## src/rtl/alu_regfile_seq.sv

```systemverilog
// rtl/alu_regfile_seq.sv - register file with a three-state sequential ALU (IDLE/EXEC/WB)
// Optional feature macro: ALU_REGFILE_SEQ_MUL_EN turns op F into an unsigned multiply.
module alu_regfile_seq #(
    parameter int DATA_W = 8,
    parameter int NREGS  = 8
) (
    input  logic                     clk,
    input  logic                     rst,
    input  logic                     valid_in,
    input  logic                     load,
    input  logic                     cin,
    input  logic [3:0]               op,
    input  logic [$clog2(NREGS)-1:0] sel_a,
    input  logic [$clog2(NREGS)-1:0] sel_b,
    input  logic [$clog2(NREGS)-1:0] sel_d,
    input  logic [DATA_W-1:0]        data_in,
    output logic                     ready,
    output logic [DATA_W-1:0]        data_out,
    output logic [3:0]               flags,
    output logic                     done,
    output logic                     err
);

    localparam int AW  = $clog2(NREGS);
    localparam int MSB = DATA_W - 1;

    localparam logic [3:0] OP_ADD  = 4'h0;
    localparam logic [3:0] OP_ADC  = 4'h1;
    localparam logic [3:0] OP_SUB  = 4'h2;
    localparam logic [3:0] OP_SBC  = 4'h3;
    localparam logic [3:0] OP_AND  = 4'h4;
    localparam logic [3:0] OP_OR   = 4'h5;
    localparam logic [3:0] OP_XOR  = 4'h6;
    localparam logic [3:0] OP_NOT  = 4'h7;
    localparam logic [3:0] OP_SHL  = 4'h8;
    localparam logic [3:0] OP_SHR  = 4'h9;
    localparam logic [3:0] OP_ROL  = 4'hA;
    localparam logic [3:0] OP_ROR  = 4'hB;
    localparam logic [3:0] OP_PASS = 4'hC;
    localparam logic [3:0] OP_CMP  = 4'hD;
    localparam logic [3:0] OP_INC  = 4'hE;

    typedef enum logic [1:0] {
        S_IDLE = 2'd0,
        S_EXEC = 2'd1,
        S_WB   = 2'd2
    } state_t;

    state_t state;
    state_t state_nx;

    logic [DATA_W-1:0] regs [NREGS];
    logic [DATA_W-1:0] a_q;
    logic [DATA_W-1:0] b_q;
    logic [3:0]        op_q;
    logic [AW-1:0]     dst_q;
    logic              cin_q;

    logic [DATA_W-1:0] res;
    logic              c_f;
    logic              v_f;
    logic              illegal;
    logic              write_back;
    logic              carry_add;
    logic              borrow_sub;
    logic [DATA_W:0]   sum;
    logic [DATA_W:0]   diff;
    logic [DATA_W:0]   inc;
`ifdef ALU_REGFILE_SEQ_MUL_EN
    logic [2*DATA_W-1:0] prod;
`endif

    assign ready = (state == S_IDLE);

    always_ff @(posedge clk or posedge rst) begin
        if (rst) begin
            state <= S_IDLE;
        end else begin
            state <= state_nx;
        end
    end

    always_comb begin
        state_nx = state;
        case (state)
            S_IDLE: if (valid_in && !load) state_nx = S_EXEC;
            S_EXEC: state_nx = S_WB;
            S_WB:   state_nx = S_IDLE;
            default: state_nx = S_IDLE;
        endcase
    end

    // Carry-in only participates for the with-carry variants.
    always_comb begin
        carry_add  = (op_q == OP_ADC) ? cin_q : 1'b0;
        borrow_sub = (op_q == OP_SBC) ? cin_q : 1'b0;
        sum  = {1'b0, a_q} + {1'b0, b_q} + {{DATA_W{1'b0}}, carry_add};
        diff = {1'b0, a_q} - {1'b0, b_q} - {{DATA_W{1'b0}}, borrow_sub};
        inc  = {1'b0, a_q} + {{DATA_W{1'b0}}, 1'b1};
    end

`ifdef ALU_REGFILE_SEQ_MUL_EN
    assign prod = {{DATA_W{1'b0}}, a_q} * {{DATA_W{1'b0}}, b_q};
`endif

    always_comb begin
        res        = a_q;
        c_f        = 1'b0;
        v_f        = 1'b0;
        illegal    = 1'b0;
        write_back = 1'b1;
        case (op_q)
            OP_ADD, OP_ADC: begin
                res = sum[MSB:0];
                c_f = sum[DATA_W];
                v_f = (a_q[MSB] == b_q[MSB]) && (sum[MSB] != a_q[MSB]);
            end
            OP_SUB, OP_SBC, OP_CMP: begin
                res = diff[MSB:0];
                c_f = diff[DATA_W];
                v_f = (a_q[MSB] != b_q[MSB]) && (diff[MSB] != a_q[MSB]);
                write_back = (op_q != OP_CMP);
            end
            OP_AND:  res = a_q & b_q;
            OP_OR:   res = a_q | b_q;
            OP_XOR:  res = a_q ^ b_q;
            OP_NOT:  res = ~a_q;
            OP_SHL: begin
                res = {a_q[MSB-1:0], 1'b0};
                c_f = a_q[MSB];
            end
            OP_SHR: begin
                res = {1'b0, a_q[MSB:1]};
                c_f = a_q[0];
            end
            OP_ROL: begin
                res = {a_q[MSB-1:0], a_q[MSB]};
                c_f = a_q[MSB];
            end
            OP_ROR: begin
                res = {a_q[0], a_q[MSB:1]};
                c_f = a_q[0];
            end
            OP_PASS: res = a_q;
            OP_INC: begin
                res = inc[MSB:0];
                c_f = inc[DATA_W];
                v_f = !a_q[MSB] && inc[MSB];
            end
            default: begin
`ifdef ALU_REGFILE_SEQ_MUL_EN
                res = prod[MSB:0];
                c_f = |prod[2*DATA_W-1:DATA_W];
`else
                illegal    = 1'b1;
                write_back = 1'b0;
`endif
            end
        endcase
    end

    // CMP and illegal ops leave data_out alone; CMP still updates flags.
    always_ff @(posedge clk or posedge rst) begin
        if (rst) begin
            for (int i = 0; i < NREGS; i++) begin
                regs[i] <= '0;
            end
            a_q      <= '0;
            b_q      <= '0;
            op_q     <= '0;
            dst_q    <= '0;
            cin_q    <= 1'b0;
            data_out <= '0;
            flags    <= '0;
            done     <= 1'b0;
            err      <= 1'b0;
        end else begin
            done <= 1'b0;
            err  <= 1'b0;
            case (state)
                S_IDLE: begin
                    if (valid_in) begin
                        if (load) begin
                            regs[sel_d] <= data_in;
                        end else begin
                            a_q   <= regs[sel_a];
                            b_q   <= regs[sel_b];
                            op_q  <= op;
                            dst_q <= sel_d;
                            cin_q <= cin;
                        end
                    end
                end
                S_EXEC: begin
                    if (!illegal) begin
                        if (op_q != OP_CMP) begin
                            data_out <= res;
                        end
                        flags <= {c_f, (res == '0), res[MSB], v_f};
                    end
                end
                S_WB: begin
                    if (write_back) begin
                        regs[dst_q] <= data_out;
                    end
                    done <= 1'b1;
                    err  <= illegal;
                end
                default: ;
            endcase
        end
    end

endmodule

```

## config.mk

```make
export PLATFORM = sky130hd
export DESIGN_NAME = alu_regfile_seq
export DESIGN_NICKNAME = d
export VERILOG_FILES = /design/src/rtl/alu_regfile_seq.sv
export SDC_FILE = /design/constraint.sdc
export NUM_CORES = 1
export LEC_CHECK = 0
export CORE_UTILIZATION = 60
export CTS_CLUSTER_DIAMETER = 40
export CTS_CLUSTER_SIZE = 24
export DETAILED_ROUTE_END_ITERATION = 10
export PLACE_DENSITY = 0.8
export SLEW_MARGIN = 20
export SYNTH_ARGS = -nofsm -noshare
export SYNTH_HDL_FRONTEND = slang
export SYNTH_SLANG_ARGS = --single-unit
```

## constraint.sdc

```tcl
create_clock -name clk -period 5.7 [get_ports clk]
set_input_delay 1.425 -clock clk [delete_from_list [all_inputs] [get_ports clk]]
set_output_delay 1.425 -clock clk [all_outputs]
set_load 0.01 [all_outputs]
```

# Word-level counts from Yosys, hierarchy flattened
# Cells that the tools add are included.
# op_classes
n_addsub,5
n_lt_le_gt_ge,6
n_eq_ne,25
muxes,27
n_bitwise,9
n_reduce_logical,22
# ops
operator,count
2-to-1 mux 64 bit,3
bitwise mux 64 bit,2
case mux 64 bit (2 select lines),1
case mux 8 bit (11 select lines),1
binary-select mux 8 bit (select 3 bit),2
demux 8 bit (select 3 bit),2
2-to-1 mux 8 bit,6
"equality test 4 bit, second input constant",7
"equality test 4 x 3 -> 1 bit, second input constant",4
">= comparator 4 bit, second input constant",4
NOT 3 -> 4 bit,4
OR reduction 15 bit,1
OR reduction 12 bit,1
"adder 8 x 1 -> 9 bit, second input constant",1
adder 8 x 8 -> 9 bit,1
adder 9 x 1 -> 9 bit,1
subtractor 8 x 8 -> 9 bit,1
subtractor 9 x 1 -> 9 bit,1
bitwise AND 8 bit,1
"equality test 4 x 2 -> 1 bit, second input constant",2
zero test 8 bit,1
"less-than comparator 4 x 1 -> 1 bit, second input constant",2
NOT 8 bit,1
OR 8 bit,1
other kinds (26),43
# word_totals
reg_bits,104
in_bits,26
word_cells,112

# Logic depth before layout (Yosys ltp)
# Gate-level depths: netlist of run 1.
# depth
word_depth,9
mapped_depth,17
ltp_nobuf,14

# Worst setup path after synthesis of run 1
# No wires, ideal clock.
# synth_timing
kind,reg-to-reg
from,register op_q[0]
to,register flags[2]
setup_ps,104
t_arrival_ps,3941
setup_slack_ps,1655
path_stages_with_launch,17
period_less_slack_ps,4045
cell_sequence,dfrtp_1 buf_6 buf_4 buf_2 clkbuf_1 nand4_1 fa_1 ha_1 nor2_1 fa_1 nor3_1 a311oi_1 a21oi_1 o32a_1 or4_1 or3_1 o41ai_2
# synth_via
elab_chain_cells,5
elab_cells_between_ends,25
# synth_lines
element,line,rtl
from (decl),55,logic [3:0] op_q;
from (signal assigned),188,op_q <= op;
equality test 4 x 2 -> 1 bit or equality test 4 x 1 -> 1 bit (tied branches),"96, 112, 95",
2-to-1 mux 1 bit (on tied branches),"96, 95",
subtractor 9 x 1 -> 9 bit or adder 9 x 1 -> 9 bit (tied branches),"98, 97",
case mux 8 bit (11 select lines),112,case (op_q)
zero test 8 bit,199,"flags <= {c_f, (res == '0), res[MSB], v_f};"
to (signal assigned),199,
to (decl),19,"output logic [3:0] flags,"
# Parallel ways exist; a longest one is shown, timed or not.
# A chain may end at the register's enable or synchronous reset.

# Final worst setup path of run 1
# layout_timing
from,register op_q[3]
to,register data_out[6]
# layout_via
elab_chain_cells,4
elab_cells_between_ends,25
# layout_lines
element,line,rtl
equality test 4 x 2 -> 1 bit or equality test 4 x 1 -> 1 bit (tied branches),"96, 112, 95",
2-to-1 mux 1 bit (on tied branches),"96, 95",
subtractor 9 x 1 -> 9 bit or adder 9 x 1 -> 9 bit (tied branches),"98, 97",
case mux 8 bit (11 select lines),112,
to (signal assigned),197,data_out <= res;
to (decl),18,"output logic [DATA_W-1:0] data_out,"
# Parallel ways exist; a longest one is shown, timed or not.

==> impl_metrics.toml, run 1 <==
[placed_design]
gp_congestion = 0.941
port_buffers = 40
dp_slack_ns = 1.51
dp.final_hpwl_um = 16800

[setup_path]
criticalPathCategory = "flop to flop"
required_ns = 5.99
cp.arrival_ns = 4.52
r2r_slack_ns = 1.47
critPathLaunchType = "flop"
max_stage_delay_ns = 0.68
critPathMaxFanout = 34
critPathSlowestCell = "a2111oi_0"
endpoint_kind = "flop"
crit_chain = "buf_4 > nor2_2 > nand4_1 > fa_1 > inv_1 > ha_1 > nor2_1 > fa_1 > nand2b_1 > a2111oi_0 > nor2_1 > xor2_1 > a21oi_1 > a211oi_1 > mux2_2"

[floorplan]
num_rows = 40
die_height_um = 114
io_pins = 41
start_util_pct = 61.9
core_area_um2 = 12100
die_x_um = 114
die_area_um2 = 12900

[global_route]
grt_max_degree = 76
grtUsageTotal_pct = 38.7
antenna_found_initial = 0
grt_pass1_wl_um = 37200
grt-ovfl-total = 0
grt_pass1_vias = 6666

[logic_synthesis]
synth-seq-cells = 104
yosysTopAreaCellShare_pct = 34.7
synth_top_flop_cell = "dfrtp_1"
yosysWarnings = 0
yosysSeqAreaShare_pct = 34.7
synthTopCellsByArea = "dfrtp_1, mux4_2, o221ai_1"
synthCells = 749
synth-edff-count = 0
async_flop_share_pct = 100
syn_nets = 811
ys_types = 69
synth_top_area_cell = "dfrtp_1"
postSynthAreaPerCell_um2 = 10.0
syn_area_um2 = 7500

[timing]
slew_violations = 0
worstMarginPinSlew_ns = 1.19
fin_crit_ns = 4.23
finalSetupTns_ns = 0
grt_setup_unrepaired = "no"
slew_headroom_pct = 20.5
hold_viol = 0
max_freq_mhz = 236
setup_ws_ns = 1.47
fin_skew_ns = 0.0120
setup_viol = 0
fin_crit_sh_pct = 74.3
whs_ns = 0.512

[routing]
num_vias = 6735
ant_nets = 0
routed_wl_um = 23900
drc = 0
wl_per_cell_um = 25.8
viasPerCell = 7.25
dr.pass1.iters = 5
drt-initial-drc-count = 750

[layout]
layout-drive-gt1-share_pct = 12.2
area_growth_pct = 10.2
diodes = 0
nets = 818

[cts]
clk_path_buf_depth = 2
ctsHoldBuffers = 0
clk_pin_slew_ns = 0.07
cts_resized = 0
root_buffer = "clkbuf_16"
htree_levels = 3
cts_sinks = 104
cts_buffers = 9
post_cts_buffers = 0
cts_tree = "built"
clk_latency_ns = 0.35

[pwr]
powerDensity_nw_per_um2 = 501
leakage_nw = 3.24
power_mw = 4.14
ir_drop_mv = 0.399

[worst_hold_path]
hp-class = "flop to flop"

[run_status]
outcome = "complete, no violations"

[job]
drv_cap = 0
-- per-stage QoR --
| stage | utilization [%] | cell area (um2) | std cells |
|---|---|---|---|
| 6_report | 68.2 | 8260 | 929 |
| 4_1_cts | 68.2 | 8260 | 929 |
| 3_3_place_gp | 65.5 | 7940 | 913 |
| 5_1_grt | 68.2 | 8260 | 929 |
| 2_1_floorplan | - | 7500 | 749 |
| 3_5_place_dp | 65.5 | 7940 | 913 |
-- logic make-up (layout without fill, tap and decap cells) --
logic type               count (synthesis)  count (layout)  synth area share, %
multiplexers                            72              72                 15.2
flip-flops                             104             104                 34.7
adder cells (fa/ha/maj)                 36              36                 6.41
AO/OA/AOI/OAI                          245             245                 24.2
AND/OR/NAND/NOR                        192             192                 12.6
buffers and inverters                   85              97                 5.07
XOR/XNOR                                15              15                 1.75
-- worst paths after layout --
kind	from	to	cells after the start
worst min register to register	regs[42]	regs[42]	1
worst max-delay path	op_q[3]	data_out[6]	15
worst max register to register	op_q[3]	data_out[6]	15
max in group asynchronous	rst	b_q[4]	3
min in group asynchronous	rst	regs[32]	2
worst min-delay path	regs[42]	regs[42]	1
-- placed cells by master, fill, tap and decap left out, types with 5 or more instances in the layout --
cell type | Yosys | final
o221ai_1 | 62 | 62
clkdlybuf4s50_1 | 0 | 40
nand3b_1 | 8 | 8
o21ai_0 | 25 | 25
or3_1 | 5 | 5
nor3_1 | 10 | 10
inv_1 | 28 | 27
a22oi_1 | 10 | 10
clkbuf_16 | 0 | 9
ha_1 | 32 | 32
o22ai_1 | 5 | 5
dfrtp_1 | 104 | 104
xor2_1 | 8 | 8
nand2b_1 | 12 | 12
nor2_1 | 63 | 63
mux4_2 | 32 | 32
mux2_2 | 16 | 16
xnor2_1 | 7 | 7
o32a_1 | 6 | 6
o21a_1 | 58 | 58
nor2b_1 | 8 | 8
buf_4 | 1 | 12
a31oi_1 | 5 | 5
mux2i_1 | 24 | 24
nand2_1 | 49 | 49
nand3_1 | 13 | 13
a21oi_1 | 36 | 36
-- cell usage after synthesis (all sizes together), types with 10 or more instances --
master / instances
dfrtp: 104
nor2: 64
o221ai: 62
o21a: 58
nand2: 49
a21oi: 36
clkbuf: 36
ha: 32
mux4: 32
inv: 29
o21ai: 25
mux2i: 24
buf: 20
mux2: 16
nand3: 13
nand2b: 12
a22oi: 10
nor3: 10
-- routing by layer --
layer	up-vias	GRT usage [%]	part of all wire [%]
met3	113	7.12	8.0
met2	424	61.9	49
met4	0	25.5	5.8
met1	3314	48.4	38
met5	-	0	0
li1	2884	-	-
-- area by class of cell --
cell class / instances / area (um2)
tap: 168 / 210
inverter: 29 / 111
timing repair buffer: 52 / 490
sequential: 104 / 2600
fill: 952 / 3850
clock buffer: 10 / 239
clock inverter: 6 / 90.1
multi-input combinational: 560 / 4520
-- worst max-delay path, delay by kind of cell (launching register included) --
kind,cells,cell delay [ns]
simple gates,5,0.79
flops,1,0.36
buf+inv,2,0.28
fa+ha+maj,3,0.97
compound gates,3,1.25
mux,1,0.25
xor+xnor,1,0.26
-- sequential cells by signal (all words and copies together), names as in the netlist, 2 cells and up --
name / cells
data_out: 8
regs: 64
b_q: 8
op_q: 4
state: 2
a_q: 8
flags: 4
dst_q: 3
-- power by group --
part	internal, mW	leakage, nW	switching (mW)	total [mW]
Clock	0.399	0.159	0.286	0.685
Combinational	0.967	1.84	1.14	2.11
Sequential	1.01	1.24	0.332	1.35
Total	2.38	3.24	1.76	4.14
No activity file was read; power rests on OpenSTA's default activity.
==> run 2, diff against run 1 <==
Settings changed: CORE_UTILIZATION 60 to 55, PLACE_DENSITY 0.8 to 0.77.
Clock period 5.7 ns to 3.7 ns, I/O delays scaled along.
==> impl_metrics.toml, run 2 (same netlist as run 1, synthesis figures left out) <==
[run_status]
outcome = "finished with violations"
violations = "setup timing"

[layout]
top_register = "regs"
diodes = 0
largest_register_ffs = 64
layout-drive-gt1-share_pct = 15.7
final_common_cell = "dfrtp_1"
multi_input_area_um2 = 4550
nets = 842
area_growth_pct = 12.9
seq_area_um2 = 2600
fin_util_pct = 63.9
final_cell_mix = "dfrtp_1, nor2_1, o221ai_1, o21a_1, nand2_1"
final_cells = 961
fin_area_um2 = 8460
n_fill_cell = 1097

[timing]
worstMarginPinSlew_ns = 0.734
slew_headroom_pct = 51.1
finalSetupTns_ns = -0.141
setup_ws_ns = -0.141
hold_viol = 0
fin_crit_ns = 3.84
grt_setup_unrepaired = "yes"
fin_skew_ns = 0.0151
fin_crit_sh_pct = 104
setup_viol = 1
max_freq_mhz = 260
whs_ns = 0.503
slew_violations = 0

[placed_design]
port_buffers = 40
gp_congestion = 1.06
placedCellCount = 945
dpl_cell_area_um2 = 8150
dp.final_hpwl_um = 16900
dp_slack_ns = -0.137

[job]
drv_cap = 0

[cts]
cts_tree = "built"
clk_latency_ns = 0.36
cts_buffers = 9
root_buffer = "clkbuf_16"
cts_sinks = 104
htree_levels = 3
clk_pin_slew_ns = 0.07
clk_path_buf_depth = 2
ctsHoldBuffers = 0

[setup_path]
critPathSlowestCell = "fa_1"
required_ns = 3.95
endpoint_kind = "flop"
crit_chain = "nor2_2 > nand4_1 > fa_1 > inv_1 > ha_2 > nor2_2 > fa_1 > nor3_1 > a311oi_1 > a21oi_1 > o32a_1 > or4_4 > or3_4 > o41ai_2"
critPathLaunchType = "flop"
r2r_slack_ns = -0.14
max_stage_delay_ns = 0.51
criticalPathCategory = "flop to flop"
cp.arrival_ns = 4.09
critPathMaxFanout = 2

[routing]
viasPerCell = 7.12
drc = 0
ant_nets = 0
drt-initial-drc-count = 855
dr.pass1.iters = 6
wl_per_cell_um = 24.6
num_vias = 6845
routed_wl_um = 23600

[global_route]
grtUsageTotal_pct = 35.1
grt_pass1_vias = 6803
grt-ovfl-total = 0
antenna_found_initial = 0
grt_pass1_wl_um = 37300
grt_max_degree = 58

[floorplan]
die_height_um = 119
die_area_um2 = 14100
num_rows = 42
die_x_um = 119
core_area_um2 = 13200
io_pins = 41
start_util_pct = 56.6

[pwr]
power_mw = 6.30
power_frac_comb_pct = 52.9
power.switching_mw = 2.69
leakage_nw = 3.36
swShare_pct = 42.7
p_clk_share_pct = 14.7
ir_drop_mv = 0.533
powerDensity_nw_per_um2 = 745
p_int_mw = 3.62
p_seq_share_pct = 32.4

[worst_hold_path]
hp-class = "flop to flop"
run 2: changes by cell type in the layout (fill, tap and decap cells not counted), sizes merged:
cell,delta
clkinv,+2
buf,+24
bufinv,-2
clkbuf,+1
clkinvlp,-1
run 2: metal layers:
layer  wire length, um  up-vias  part of all wire, %  global-route usage, %
met5                 0        -                    0                      0
met4              1500        0                  6.3                   21.0
met3              1720      130                  7.3                   6.52
met2             11600      432                   49                   57.6
met1              8820     3352                   37                   43.0
li1                  -     2931                    -                      -
run 2: final timing paths:
kind	startpoint	endpoint	cells past startpoint
worst max-delay path	op_q[3]	flags[2]	14
worst min-delay path	flags[2]	flags[2]	2
worst max register to register	op_q[3]	flags[2]	14
worst min register to register	flags[2]	flags[2]	2
max in group asynchronous	rst	regs[21]	3
min in group asynchronous	rst	regs[40]	2
run 2: worst max-delay path, delay by kind of cell (launching register included):
| kind | cells | cell delay [ns] |
|---|---|---|
| AND/OR/NAND/NOR | 6 | 1.21 |
| AO/OA/AOI/OAI | 4 | 0.86 |
| adder cells (fa/ha/maj) | 3 | 1.18 |
| buffers and inverters | 1 | 0.08 |
| flip-flops | 1 | 0.39 |
run 2: power groups by stage:
stage / clock network [mW] / logic, mW / registers (mW)
CTS: 0.928 / 3.23 / 2.02
detailed placement: 0 / 3.19 / 2.04
global placement: 0 / 3.11 / 2.00
global route: 0.976 / 3.58 / 2.09
finish: 0.926 / 3.33 / 2.04
floorplan: 0 / 2.38 / 1.86
run 2: final cells by class:
| class | instances | share of cell area (%) |
|---|---|---|
| multi-input combinational | 560 | 53.8 |
| sequential | 104 | 30.8 |
| timing repair buffer | 76 | 8.22 |
| clock buffer | 11 | 2.87 |
| tap | 176 | 2.60 |
| inverter | 29 | 1.32 |
| clock inverter | 5 | 0.473 |
run 2: repair_timing:
| item | 4_1_cts | 5_1_grt |
|---|---|---|
| endpoints found under the setup margin | 1 | 2 |
| pin swaps | 2 | 1 |
| hold endpoints to repair | 0 | 0 |
| resized for setup | 3 | 4 |
| setup buffers | 0 | 0 |
==> RTL edit 1 (config.mk and constraints of run 2) <==
The parameter `NREGS` goes from 8 to 16.
--- a/src/rtl/alu_regfile_seq.sv
+++ b/src/rtl/alu_regfile_seq.sv
@@ -2,7 +2,7 @@
 // Optional feature macro: ALU_REGFILE_SEQ_MUL_EN turns op F into an unsigned multiply.
 module alu_regfile_seq #(
     parameter int DATA_W = 8,
-    parameter int NREGS  = 8
+    parameter int NREGS  = 16
 ) (
     input  logic                     clk,
     input  logic                     rst,
Interface: changed (resized sel_a, sel_b and sel_d); port bits go from 41 to 44. The function was not compared with the original's and may differ.
==> RTL edit 1 against run 2 <==
  * Routed wire length increased by 60%
  * Critical path type unchanged
  * Synthesized area up 55%
  * Final area is 52% higher
  * Power up 35%
  * Worst setup slack improved by 0.64 ns
  * Core utilization decreased by 1.1 points
  * Global-route usage is 0.86 points higher
  * Sequential cell count grew 65
  * Largest cell class unchanged
==> RTL edit 1: results (changes against run 2) <==
INFO  yosys          ys_top_cells_by_area=dfrtp_1 36%, mux4_2 15%, o221ai_1 6.7%
INFO  yosys          synth_sequential_area_ratio=0.3628 [+0.01569]
INFO  placement      gp_congestion=0.9895 [-6.5%]
INFO  route          drt_iter0_drcs=1241 [+45%]
INFO  global_route   wire_length_of_the_first_global_routing_pass=58460um [+57%]
INFO  yosys          ranking_of_synthesized_cells_by_instance_count=169 x dfrtp_1, 131 x nand2_1, 94 x o21a_1
INFO  sta            skew=0.01365ns [-0.001473 ns]
INFO  clocking       clk_latency=0.45ns [+0.09 ns]
INFO  placement      port_buffers=43 [+7.5%]
INFO  cells_and_area largest_reg_flops=128 [+100%]
INFO  global_route   vias_in_the_first_global_route=9980 [+47%]
INFO  clocking       cts-resized-gates=0 [-3]
INFO  sta            worst_slew_margin_rel=0.2852 [-0.2255]
INFO  status         status=completed
INFO  worst_setup_path cpLargestDelayFamily=simple AND/OR/NAND/NOR gates
INFO  yosys          yosysWarningCount=0 [unchanged]
INFO  yosys          synthesized_nets=1185 [+46%]
INFO  clocking       root_buffer=clkbuf_16
INFO  power_and_ir_drop worst_ir_drop_vdd=0.3852mV [-28%]
INFO  global_route   grt_antenna_before_repair=2 [+2]
INFO  clocking       clock_tree.htree_level_count=4 [+1]
INFO  route          wl=37900um [+60%]
INFO  worst_setup_path critPathMaxFanout=3 [+1]
INFO  placement      placed_cell_area=12260um2 [+50%]
INFO  global_route   maximum_number_of_pins_on_one_net_before_global_route_repair=44 [-24%]
INFO  route          detail_route.wl_per_cell=27.09um [+10%]
INFO  yosys          mapped_cells=1120 [+50%]
INFO  clocking       number_of_buffers_created_by_cts=17 [+8]
INFO  worst_setup_path crit_path_max_incr_delay=0.45ns [-0.06 ns]
INFO  power_and_ir_drop power_leakage=4.731nW [+41%]
INFO  route          drt_drc_violations_left=0 [unchanged]
INFO  clocking       ctsLongestPathBuffers=2 [unchanged]
INFO  global_route   grt_usage=0.3593 [+0.008603]
INFO  yosys          number_of_library_cell_types_mapped_by_synthesis=72 [+4.3%]
INFO  placement      placed_cells_incl_taps=1366 [+45%]
INFO  placement      place.detailed.hpwl=25810um [+53%]
INFO  route          per_cell_via_count_in_the_routed_design=7.396 [+3.8%]
INFO  cells_and_area post_route_cells_drive_above_1_share=0.1667 [+0.009979]
RTL edit 1: cell families after synthesis:
family          Yosys count  synth area share
compound gates          398            0.2519
xor+xnor                 12          0.009661
fa+ha+maj                36           0.04122
buf+inv                 128           0.05249
flops                   169            0.3628
mux                      98            0.1719
simple gates            279            0.1100
RTL edit 1: through the flow:
step	hold WS, ns	setup WS, ns	power (mW)	utilization
floorplan	0.4609	0.5763	5.430	-
global placement	0.4740	0.3758	6.421	0.5982
detailed placement	0.4886	0.3195	6.535	0.5982
CTS	0.5058	0.5329	8.364	0.6277
global route	0.5347	0.3307	8.848	0.6279
finish	0.5038	0.4967	8.481	0.6280
RTL edit 1: power breakdown:
part	total (mW)	internal [mW]	leakage (nW)	switching (mW)
combinational	3.62	1.73	2.32	1.90
clock	1.83	0.912	0.289	0.914
sequential	3.03	2.42	2.12	0.611
total	8.48	5.06	4.73	3.42
RTL edit 1: worst paths after layout:
path,startpoint,slack [ns],depth (start not counted),endpoint
max in group asynchronous,rst,1.96,3,regs[9]
worst min register to register,regs[14],0.50,2,regs[14]
worst min-delay path,regs[14],0.50,2,regs[14]
min in group asynchronous,rst,0.98,2,regs[112]
worst max-delay path,op_q[1],0.50,11,flags[2]
worst max register to register,op_q[1],0.50,11,flags[2]
RTL edit 1: tightest hold or removal path, cell delays in order, from the launching register on:
cell     delay, ns
dfrtp_1       0.36
nand2_1       0.05
o21ai_0       0.06
RTL edit 1: per-layer routing:
layer	routed length, um	track usage	vias up
li1	-	-	4333
met1	14010	0.4639	5110
met2	17170	0.5509	732
met3	4451	0.09846	170
met4	2254	0.1985	2
met5	13	0	-
RTL edit 1: layout make-up:
cell class,instances,area (um2)
Clock inverter,15,180.2
Clock buffer,17,425.4
Multi-Input combinational cell,823,6828
Sequential cell,169,4229
Timing Repair Buffer,77,763.2
Antenna cell,1,2.502
Inverter,27,105.1
Tap cell,270,337.8
Fill cell,1630,7624
==> RTL edit 2 (settings of run 2) <==
Without the edit above. Register the output `flags` once more, with the module's reset; this adds one clock of latency there. The other outputs are not delayed to match.
--- a/src/rtl/alu_regfile_seq.sv
+++ b/src/rtl/alu_regfile_seq.sv
@@ -46,6 +46,8 @@
         S_WB   = 2'd2
     } state_t;
 
+    logic [3:0] flags_s0;
+
     state_t state;
     state_t state_nx;
 
@@ -171,7 +173,7 @@
             dst_q    <= '0;
             cin_q    <= 1'b0;
             data_out <= '0;
-            flags    <= '0;
+            flags_s0 <= '0;
             done     <= 1'b0;
             err      <= 1'b0;
         end else begin
@@ -196,7 +198,7 @@
                         if (op_q != OP_CMP) begin
                             data_out <= res;
                         end
-                        flags <= {c_f, (res == '0), res[MSB], v_f};
+                        flags_s0 <= {c_f, (res == '0), res[MSB], v_f};
                     end
                 end
                 S_WB: begin
@@ -211,5 +213,13 @@
         end
     end
 
+    always_ff @(posedge clk or posedge rst) begin
+        if (rst) begin
+            flags <= '0;
+        end else begin
+            flags <= flags_s0;
+        end
+    end
+
 endmodule
 
Function: changed (a bounded check fails within 4 cycles, from zero or initial values and one cycle with rst high).
==> RTL edit 2 against run 2 <==
  * The flow finishes with violations (design-rule violations)
  * Power is 11% lower
  * Count of clock-buffer cells in the layout is 1 lower
  * Synthesized area is 4.2% higher
  * Largest cell class unchanged
  * Sequential power is 9.8% lower
  * Worst hold slack worse by 0.13 ns
  * Sequential cell count is 4 higher
  * Final area is 3.4% higher
  * Clock power is 16% higher
  * Worst setup slack better by 0.42 ns
  * Routed wire length is 3.6% higher
  * Non-clock buffer count is 3 lower
==> RTL edit 2: results (changes against run 2) <==
INFO  yosys          yosysWarningCount=0 [unchanged]
INFO  worst_setup_path timing.reg2reg.setup_slack=0.28ns [+0.42 ns]
INFO  worst_setup_path reg2reg_to=flags_s0[2]
INFO  route          drt_drc_violations_left=2 [+2]
INFO  global_route   vias_in_the_first_global_route=6777 [-0.38%]
INFO  sta            fin_crit=3.418ns [-0.4221 ns]
INFO  clocking       clkTransAtPathRegs=0.08ns
INFO  placement      port_buffers=40 [unchanged]
INFO  global_route   maximum_number_of_pins_on_one_net_before_global_route_repair=69 [+19%]
INFO  cells_and_area largest_reg_flops=64 [unchanged]
INFO  hold_path      hold_path_class=reg -> reg
INFO  global_route   wire_length_of_the_first_global_routing_pass=38150um [+2.3%]
INFO  yosys          synthesized_nets=862 [+6.3%]
INFO  clocking       clock_tree.htree_level_count=3 [unchanged]
INFO  clocking       number_of_buffers_created_by_cts=9 [unchanged]
INFO  yosys          synth_sequential_area_ratio=0.3461 [-0.001031]
INFO  cells_and_area post_route_cells_drive_above_1_share=0.1490 [-0.007649]
INFO  yosys          synth_async_sr_flop_share=1.000 [unchanged]
INFO  placement      gp_congestion=1.087 [+2.6%]
INFO  clocking       clk_latency=0.36ns [about the same]
INFO  sta            tightestPinTransition=0.9031ns [+0.1691 ns]
INFO  route          drt_iter0_drcs=917 [+7.3%]
INFO  worst_setup_path timing.critical_path.arrival=3.72ns [-0.37 ns]
INFO  cells_and_area nets=889 [+5.6%]
INFO  placement      place.detailed.hpwl=17880um [+6.1%]
INFO  worst_setup_path critPathMaxFanout=3 [+1]
INFO  power_and_ir_drop worst_ir_drop_vdd=0.3604mV [-32%]
INFO  status         failed_checks=design-rule violations
INFO  placement      place_worst_setup_slack=0.1042ns [+0.2416 ns]
INFO  worst_setup_path crit_type=reg -> reg
INFO  cells_and_area fill_cells=1146 [+4.5%]
INFO  yosys          ys_top_cells_by_area=dfrtp_1 35%, mux4_2 9.2%, ha_1 5.1%
INFO  power_and_ir_drop power_leakage=3.489nW [+3.9%]
INFO  global_route   grt_antenna_before_repair=0 [unchanged]
INFO  route          drt-pass1-iter-count=9 [+3]
INFO  route          detail_route.wl_per_cell=24.20um [-1.6%]
INFO  sta            finalHoldWorstSlack=0.3761ns [-0.1268 ns]
INFO  cells_and_area largest_reg_by_ff_count=regs
INFO  status         status=finished with violations
INFO  placement      placed_cell_area=8396um2 [+3.0%]
INFO  global_route   grt_usage=0.3501 [-0.0005416]
INFO  clocking       ctsLongestPathBuffers=2 [unchanged]
INFO  yosys          number_of_library_cell_types_mapped_by_synthesis=85 [+23%]
INFO  worst_setup_path crit-reg2reg-launch=op_q[3]
INFO  yosys          ranking_of_synthesized_cells_by_instance_count=108 x dfrtp_1, 79 x nand2_1, 67 x o21ai_0
INFO  worst_setup_path ff2ff_path_depth=13 [-1]
INFO  sta            skew=0.01148ns [-0.003638 ns]
INFO  route          via_count=7007 [+2.4%]
INFO  cells_and_area n_antenna_cell=0 [unchanged]
INFO  clocking       root_buffer=clkbuf_16
## RTL edit 2: logic make-up after synthesis
| family | synth area share |
|---|---|
| adders and majority gates | 0.06153 |
| DFF | 0.3461 |
| muxes | 0.1309 |
| buffers and inverters | 0.05640 |
| and+or+nand+nor | 0.1489 |
| xor gates and xnor gates | 0.01234 |
| AOI/OAI and AO/OA | 0.2439 |
## RTL edit 2: power by group
part	internal [mW]	switching, mW
sequential	1.49	0.351
combinational	1.20	1.49
clock	0.617	0.457
total	3.31	2.30
## RTL edit 2: critical path, cell delays in order, from the launching register on
cell	delay, ns
dfrtp_1	0.40
nor2_2	0.16
nand4_1	0.13
fa_1	0.53
ha_1	0.17
nor2_1	0.07
fa_2	0.54
mux2_1	0.14
a2bb2oi_1	0.15
o22ai_1	0.11
o32ai_2	0.33
nand3_1	0.15
nor4_2	0.29
a32o_1	0.20
## RTL edit 2: worst min path at each step
stage / startpoint / endpoint / cells past startpoint
detailed placement: flags_s0[0] / flags[0] / 0
CTS: flags_s0[0] / flags[0] / 0
global placement: flags_s0[0] / flags[0] / 0
finish: flags_s0[0] / flags[0] / 0
floorplan: flags_s0[0] / flags[0] / 0
global route: flags_s0[2] / flags[2] / 0
## RTL edit 2: per-stage QoR
stage	utilization	cells
finish	0.6301	1012
global route	0.6301	1012
CTS	0.6287	1012
detailed placement	0.6048	996
global placement	0.6048	996
floorplan	-	800
## RTL edit 2: routing by layer
| layer | wire, um | global-route usage | share of wire |
|---|---|---|---|
| met1 | 9368 | 0.4525 | 0.38 |
| met2 | 11810 | 0.5611 | 0.48 |
| met3 | 1936 | 0.05592 | 0.079 |
| met4 | 1373 | 0.1968 | 0.056 |
| met5 | 0 | 0 | 0 |
## RTL edit 2: timing repair
action | CTS | global route
resized for setup | 0 | 4
buffers inserted | 0 | 0
endpoints found under the hold margin | 0 | 0
setup endpoints to repair | 0 | 1
## RTL edit 2: cell type report
| type | count | share of cell area |
|---|---|---|
| Inverter | 34 | 0.01516 |
| Clock inverter | 6 | 0.01059 |
| Multi-Input combinational cell | 601 | 0.5366 |
| Timing Repair Buffer | 73 | 0.07554 |
| Tap cell | 180 | 0.02575 |
| Clock buffer | 10 | 0.02732 |
| Sequential cell | 108 | 0.3090 |
